**src/rtl/mac_array_param.sv**
```systemverilog
// mac_array_param
//   Parametrised output-stationary systolic MAC array (ROWS x COLS PEs).
//   The block skews the operand lanes internally. A K-length sequencer
//   accepts operand beats over a valid/ready handshake. Latched row and
//   column masks gate each PE. A done pulse marks the cycle the results
//   become final.
//
//   Optional feature: define MACARRAY_SAT_EN to make accumulators saturate
//   and to expose a sticky per-PE sat_flag output. Otherwise accumulators
//   wrap modulo 2^AW and sat_flag does not exist.
//
// Ports
//   CLK, RSTN   clock (rising edge), asynchronous active-low reset
//   start       begin a job (honoured only in IDLE or DONE)
//   k_len       reduction length, clamped to K_MAX, sampled with start
//   row_en      row mask, sampled with start
//   col_en      column mask, sampled with start
//   in_valid    a_vec/b_vec beat valid
//   in_ready    high in LOAD
//   a_vec       A column k, row i at [i*DW +: DW]
//   b_vec       B row k, column j at [j*DW +: DW]
//   busy        high in LOAD and DRAIN
//   done        one-cycle pulse on entry to DONE
//   c_flat      PE(i,j) accumulator at [(i*COLS+j)*AW +: AW]
//   sat_flag    (MACARRAY_SAT_EN only) sticky clip flag per PE
module mac_array_param #(
  parameter int ROWS  = 4,
  parameter int COLS  = 4,
  parameter int DW    = 4,
  parameter int AW    = 20,
  parameter int K_MAX = 255,
  parameter int KW    = 8
) (
  input  logic                    CLK,
  input  logic                    RSTN,
  input  logic                    start,
  input  logic [KW-1:0]           k_len,
  input  logic [ROWS-1:0]         row_en,
  input  logic [COLS-1:0]         col_en,
  input  logic                    in_valid,
  output logic                    in_ready,
  input  logic [ROWS*DW-1:0]      a_vec,
  input  logic [COLS*DW-1:0]      b_vec,
  output logic                    busy,
  output logic                    done,
  output logic [ROWS*COLS*AW-1:0] c_flat
`ifdef MACARRAY_SAT_EN
  ,
  output logic [ROWS*COLS-1:0]    sat_flag
`endif
);

  if (AW < 2*DW + $clog2(K_MAX)) begin : g_chk_aw
    $error("mac_array_param: AW too small for DW and K_MAX");
  end
  if ((2**KW) <= K_MAX) begin : g_chk_kw
    $error("mac_array_param: KW cannot represent K_MAX");
  end

  // DRAIN lasts ROWS+COLS-1 cycles; counter runs 0 .. ROWS+COLS-2
  localparam int DCW = (ROWS + COLS > 2) ? $clog2(ROWS + COLS - 1) : 1;

  typedef enum logic [1:0] {S_IDLE, S_LOAD, S_DRAIN, S_DONE} state_t;

  state_t          state;
  logic [KW-1:0]   k_q;
  logic [KW-1:0]   beat_cnt;
  logic [DCW-1:0]  drain_cnt;
  logic [ROWS-1:0] row_en_q;
  logic [COLS-1:0] col_en_q;
  logic [KW-1:0]   k_clamp;
  logic            job_start;
  logic            accept;

  assign job_start = start && (state == S_IDLE || state == S_DONE);
  assign accept    = in_valid && in_ready;
  assign k_clamp   = (k_len > KW'(K_MAX)) ? KW'(K_MAX) : k_len;

  always_ff @(posedge CLK or negedge RSTN) begin
    if (!RSTN) begin
      state     <= S_IDLE;
      k_q       <= '0;
      beat_cnt  <= '0;
      drain_cnt <= '0;
      row_en_q  <= '0;
      col_en_q  <= '0;
      in_ready  <= 1'b0;
      busy      <= 1'b0;
      done      <= 1'b0;
    end else begin
      done <= 1'b0;
      unique case (state)
        S_IDLE, S_DONE: begin
          if (start) begin
            k_q       <= k_clamp;
            row_en_q  <= row_en;
            col_en_q  <= col_en;
            beat_cnt  <= '0;
            drain_cnt <= '0;
            busy      <= 1'b1;
            if (k_clamp == '0) begin
              state    <= S_DRAIN;
              in_ready <= 1'b0;
            end else begin
              state    <= S_LOAD;
              in_ready <= 1'b1;
            end
          end
        end
        S_LOAD: begin
          if (accept) begin
            if (beat_cnt == k_q - KW'(1)) begin
              state     <= S_DRAIN;
              in_ready  <= 1'b0;
              drain_cnt <= '0;
            end else begin
              beat_cnt <= beat_cnt + KW'(1);
            end
          end
        end
        S_DRAIN: begin
          if (drain_cnt == DCW'(ROWS + COLS - 2)) begin
            state <= S_DONE;
            busy  <= 1'b0;
            done  <= 1'b1;
          end else begin
            drain_cnt <= drain_cnt + DCW'(1);
          end
        end
        default: state <= S_IDLE;
      endcase
    end
  end

  // Operand buses: a_bus[i][0] is the skewed edge input of row i,
  // a_bus[i][j+1] is the A register leaving PE(i,j). Same scheme for B down
  // the columns. The final bus entries leave the array unused.
  logic signed [DW-1:0] a_bus   [ROWS][COLS+1];
  logic                 a_bus_v [ROWS][COLS+1];
  logic signed [DW-1:0] b_bus   [ROWS+1][COLS];
  logic                 b_bus_v [ROWS+1][COLS];
  logic signed [AW-1:0] acc_w   [ROWS][COLS];
`ifdef MACARRAY_SAT_EN
  logic                 sat_w   [ROWS][COLS];
`endif

  // Row i sees i+1 registers before PE(i,0); the first stage is the input
  // capture, so beat t reaches PE(i,j) in cycle t+i+j+1.
  for (genvar gi = 0; gi < ROWS; gi++) begin : g_askew
    logic [gi:0][DW-1:0] d;
    logic [gi:0]         v;
    always_ff @(posedge CLK or negedge RSTN) begin
      if (!RSTN) begin
        d <= '0;
        v <= '0;
      end else if (job_start) begin
        d <= '0;
        v <= '0;
      end else begin
        d[0] <= accept ? a_vec[gi*DW +: DW] : '0;
        v[0] <= accept;
        for (int unsigned s = 1; s <= gi; s++) begin
          d[s] <= d[s-1];
          v[s] <= v[s-1];
        end
      end
    end
    assign a_bus[gi][0]   = d[gi];
    assign a_bus_v[gi][0] = v[gi];
  end

  for (genvar gj = 0; gj < COLS; gj++) begin : g_bskew
    logic [gj:0][DW-1:0] d;
    logic [gj:0]         v;
    always_ff @(posedge CLK or negedge RSTN) begin
      if (!RSTN) begin
        d <= '0;
        v <= '0;
      end else if (job_start) begin
        d <= '0;
        v <= '0;
      end else begin
        d[0] <= accept ? b_vec[gj*DW +: DW] : '0;
        v[0] <= accept;
        for (int unsigned s = 1; s <= gj; s++) begin
          d[s] <= d[s-1];
          v[s] <= v[s-1];
        end
      end
    end
    assign b_bus[0][gj]   = d[gj];
    assign b_bus_v[0][gj] = v[gj];
  end

  for (genvar gi = 0; gi < ROWS; gi++) begin : g_row
    for (genvar gj = 0; gj < COLS; gj++) begin : g_pe
      logic signed [DW-1:0]   a_in, b_in, a_r, b_r;
      logic                   a_in_v, b_in_v, a_rv, b_rv;
      logic signed [2*DW-1:0] prod;
      logic signed [AW-1:0]   prod_x;
      logic signed [AW-1:0]   acc, acc_nx;
      logic                   en;

      assign a_in   = a_bus[gi][gj];
      assign a_in_v = a_bus_v[gi][gj];
      assign b_in   = b_bus[gi][gj];
      assign b_in_v = b_bus_v[gi][gj];
      assign prod   = a_in * b_in;
      assign prod_x = AW'(prod);
      assign en     = a_in_v && b_in_v && row_en_q[gi] && col_en_q[gj];

`ifdef MACARRAY_SAT_EN
      logic [AW:0] sum;
      logic        ovf;
      logic        sat_r;
      assign sum    = {acc[AW-1], acc} + {prod_x[AW-1], prod_x};
      assign ovf    = sum[AW] ^ sum[AW-1];
      assign acc_nx = !ovf    ? sum[AW-1:0] :
                      sum[AW] ? {1'b1, {(AW-1){1'b0}}} :
                                {1'b0, {(AW-1){1'b1}}};
`else
      assign acc_nx = acc + prod_x;
`endif

      always_ff @(posedge CLK or negedge RSTN) begin
        if (!RSTN) begin
          a_r  <= '0;
          a_rv <= 1'b0;
          b_r  <= '0;
          b_rv <= 1'b0;
          acc  <= '0;
`ifdef MACARRAY_SAT_EN
          sat_r <= 1'b0;
`endif
        end else if (job_start) begin
          a_r  <= '0;
          a_rv <= 1'b0;
          b_r  <= '0;
          b_rv <= 1'b0;
          acc  <= '0;
`ifdef MACARRAY_SAT_EN
          sat_r <= 1'b0;
`endif
        end else begin
          a_r  <= a_in;
          a_rv <= a_in_v;
          b_r  <= b_in;
          b_rv <= b_in_v;
          if (en) acc <= acc_nx;
`ifdef MACARRAY_SAT_EN
          if (en && ovf) sat_r <= 1'b1;
`endif
        end
      end

      assign a_bus[gi][gj+1]   = a_r;
      assign a_bus_v[gi][gj+1] = a_rv;
      assign b_bus[gi+1][gj]   = b_r;
      assign b_bus_v[gi+1][gj] = b_rv;
      assign acc_w[gi][gj]     = acc;
`ifdef MACARRAY_SAT_EN
      assign sat_w[gi][gj]     = sat_r;
`endif
    end
  end

  always_comb begin
    c_flat = '0;
    for (int unsigned i = 0; i < ROWS; i++) begin
      for (int unsigned j = 0; j < COLS; j++) begin
        c_flat[(i*COLS+j)*AW +: AW] = acc_w[i][j];
      end
    end
  end

`ifdef MACARRAY_SAT_EN
  always_comb begin
    sat_flag = '0;
    for (int unsigned i = 0; i < ROWS; i++) begin
      for (int unsigned j = 0; j < COLS; j++) begin
        sat_flag[i*COLS+j] = sat_w[i][j];
      end
    end
  end
`endif

endmodule

```
**config.mk**
```make
export PLATFORM = sky130hd
export DESIGN_NAME = mac_array_param
export DESIGN_NICKNAME = d
export VERILOG_FILES = /design/src/rtl/mac_array_param.sv
export SDC_FILE = /design/constraint.sdc
export NUM_CORES = 2
export LEC_CHECK = 0
export ABC_CLOCK_PERIOD_IN_PS = 7550
export CORE_MARGIN = 2
export CORE_UTILIZATION = 24
export DETAILED_ROUTE_END_ITERATION = 8
export HOLD_SLACK_MARGIN = 0.06
export PLACE_DENSITY_LB_ADDON = 0.3
export SLEW_MARGIN = 10
export SYNTH_ARGS = -nofsm -noshare
export SYNTH_HDL_FRONTEND = slang
export SYNTH_SLANG_ARGS = --single-unit
export TNS_END_PERCENT = 10
```
**constraint.sdc**
```tcl
create_clock -name CLK -period 7.55 [get_ports CLK]
set_input_delay 0.755 -clock CLK [delete_from_list [all_inputs] [get_ports CLK]]
set_output_delay 0.755 -clock CLK [all_outputs]
set_load 0.01 [all_outputs]
```
==> impl_metrics.tcl <==
set metrics [dict create \
    fillerInstances 24600 \
    antenna_found_initial 15 \
    synth_top_cell_area_share_pct 23.8 \
    vias 42000 \
    ant_nets 0 \
    tightest_slew_ns 1.07 \
    die_y_um 488 \
    critical_path_class "reg2reg" \
    cellPowerDensity_nw_per_um2 214 \
    synth.area.top_cells "dfrtp_1 (24%), fa_1 (21%), ha_1 (15%)" \
    setup_tns_ns 0 \
    routedWlPerCell_um 17.2 \
    startpoint "g_row[2].g_pe[1].a_r[3]" \
    first_pass_iters 7 \
    ys_types 75 \
    cp-end-kind "flop" \
    ir_drop_mv 0.177 \
    drtIter0Drc 1890 \
    design_area_sq_um 66300 \
    hold_start "g_bskew[3].d[5]" \
    die_area_sq_um 238000 \
    place_congestion 0.834 \
    worst_ep_arrival_time_ns 6.06 \
    die_x_um 488 \
    grt_overflow 0 \
    slowest_stage "and2_1" \
    hold_path.class "reg2reg" \
    cp-start-kind "flop" \
    grt_max_degree 160 \
    synthFlopType "dfrtp_1" \
    cts_max_level 3 \
    path_cells "and2_1, fa_1, inv_1, fa_1, fa_1, inv_1, ha_1, a211o_1, o211ai_1, a21boi_1, o41ai_1, o21ai_0, o41ai_1, mux2i_1, nor2_1" \
    finalHoldViolations 0 \
    post_cts_buffers 0 \
    cts_sinks 535 \
    synthToLayoutAreaGrowth_pct 18.1 \
    synth_edf_count 0 \
    ys_seq_elements 535 \
    holdBufCountCts 1 \
    place_area_sq_um 63500 \
    grt_pass1_vias 44300 \
    clkSlewWorstSetupHoldPaths_ns 0.06 \
    root_buffer "clkbuf_16" \
    ys_seq_area_share_pct 23.8 \
    maxSlewViolCount 0 \
    fin_worst_skew_ns 0.0307 \
    async_flop_share_pct 100 \
    hpwl_um 127000 \
    ios 375 \
    setup_viol 0 \
    cts_buffers 82 \
    crit_family "compound AO/OA/AOI/OAI gates" \
    clockBufferDepth 3 \
    fmax_mhz 182 \
    cp_max_fo 17 \
    std_cell_rows 177 \
    cts_resized 0 \
    drv_cap 0 \
    avgSynthCellArea_sq_um 9.07 \
    slew_headroom_pct 28.3 \
    synth_top_area_cell "dfrtp_1" \
    syn-cell-area_sq_um 56100 \
    outcome "finished, final reports clean" \
    routed_wl_um 166000 \
    syn_inst 6188 \
    final_nets 7849 \
    coreArea_sq_um 233000 \
    rsz0062_at_grt "false" \
    worstPathRequired_ns 8.13 \
    syn_nets 7511 \
    io_buffer_count 374 \
    drc 0 \
    fin_crit_sh_pct 72.6 \
    path_common_cell "fa_1" \
    max_stage_delay_ns 0.73 \
    cts_tree "yes" \
    clock_latency_ns 0.71 \
    grt_first_pass_wirelength_um 258000 \
    r2r-start "g_row[2].g_pe[1].a_r[3]" \
    start_util_pct 24.1 \
    cp_num_buf_inv 2 \
    via_per_inst 4.36 \
    leakage_nw 33.9 \
    drive_gt1_share_pct 3.32 \
    ys_warn_count 0 \
    grt_usage_pct 14.1 \
    min_period_ns 5.48 \
]
-- stage by stage --
stage	util, %	instances	worst slack, ns	hold slack [ns]	total power, W
6_report	28.5	9648	2.07	0.443	0.0142
5_1_grt	28.5	9642	1.60	0.463	0.0154
4_1_cts	28.5	9638	2.08	0.429	0.0145
3_5_place_dp	27.3	9484	2.10	0.435	0.0103
3_3_place_gp	27.3	9484	2.19	0.431	0.0102
2_1_floorplan	-	6188	2.89	0.428	0.00795
-- report_power, final --
| part | switching, W | total (W) | internal [W] |
|---|---|---|---|
| combinational | 0.00374 | 0.00613 | 0.00239 |
| sequential | 0.000687 | 0.00400 | 0.00332 |
| clock | 0.00163 | 0.00403 | 0.00240 |
-- flip-flops by register name, indices dropped and copies added (netlist names), 8 cells and up --
register and count:
k_q 8, g_row.g_pe.a_in 12, g_bskew.d 28, g_askew.d 28, g_row.g_pe.a_r 48, beat_cnt 8, g_row.g_pe.acc 320, g_row.g_pe.b_in 12
g_row.g_pe.b_r 48
-- worst paths after layout --
check | end | slack [ns] | depth (start not counted)
max in group asynchronous | g_row[0].g_pe[2].b_r[2] | 5.34 | 4
min in group asynchronous | g_row[1].g_pe[0].acc[16] | 0.67 | 2
setup reg to reg | g_row[2].g_pe[2].acc[17] | 2.07 | 15
hold reg to reg | g_bskew[3].d[9] | 0.44 | 1
hold / removal | g_bskew[3].d[9] | 0.44 | 1
setup / recovery | g_row[2].g_pe[2].acc[17] | 2.07 | 15
-- cells by family (layout without fill, tap and decap cells) --
kind of cell	count (synthesis)	in the layout	synth area share [%]
buffers and inverters	1605	2012	10.7
and+or+nand+nor	1434	1434	12.7
adders and majority gates	1271	1271	36.0
AOI/OAI and AO/OA	1002	1002	11.3
DFF	535	535	23.8
xor gates and xnor gates	314	314	4.90
muxes	27	27	0.517
other	0	10	0
-- Yosys cell counts, types with 33 or more instances --
master	n
o21bai_1	33
dfrtp_1	535
a21oi_1	370
inv_1	1448
and2_1	346
nor2_1	135
a21o_1	121
a31oi_1	47
a211oi_1	52
nand2_1	571
o21ai_0	159
and3_1	38
xor2_1	83
nor3_1	61
nand2b_1	39
ha_1	695
o21a_1	38
fa_1	576
clkbuf_1	145
nor2b_1	49
xnor2_1	231
nand3_1	92
-- worst register-to-register path: stages (launching register included) --
cell and delay (ns):
dfrtp_1 0.42, and2_1 0.73, fa_1 0.55, inv_1 0.09
fa_1 0.41, fa_1 0.50, inv_1 0.06, ha_1 0.29
a211o_1 0.26, o211ai_1 0.17, a21boi_1 0.17, o41ai_1 0.71
o21ai_0 0.27, o41ai_1 0.44, mux2i_1 0.23, nor2_1 0.06
-- cell type report --
class,instances,area (sq um),area share [%]
antenna,10,25.0,0.0377
clock buffer,116,2400,3.62
clock inverter,37,387,0.583
inverter,1448,5440,8.20
multi-input combinational,4048,36800,55.4
sequential,535,13400,20.2
tap,3043,3810,5.74
timing repair buffer,411,4100,6.19
-- cell usage in the layout, fill, tap and decap left out, drive strengths merged, types with 39 or more instances in the layout --
cell	Yosys	routed
nor3	61	61
xor2	83	83
nor2b	49	49
nor2	135	135
nand3	92	92
inv	1448	1452
fa	576	576
nand2	571	571
a31oi	47	47
clkdlybuf4s50	0	373
dfrtp	535	535
a21o	122	122
o21ai	160	160
ha	695	695
clkbuf	145	116
a211oi	52	52
xnor2	231	231
a21oi	370	370
nand2b	39	39
and2	346	346
-- layer usage --
layer  GRT usage, %  vias to the layer above  part of all wire, %
met1           18.1                    20800                   45
met5              0                        -                0.016
met3           3.31                      205                  5.6
li1               -                    20300                    -
met2           23.2                      717                   46
met4           4.61                        4                  3.5
No activity file was read; power rests on OpenSTA's default activity.
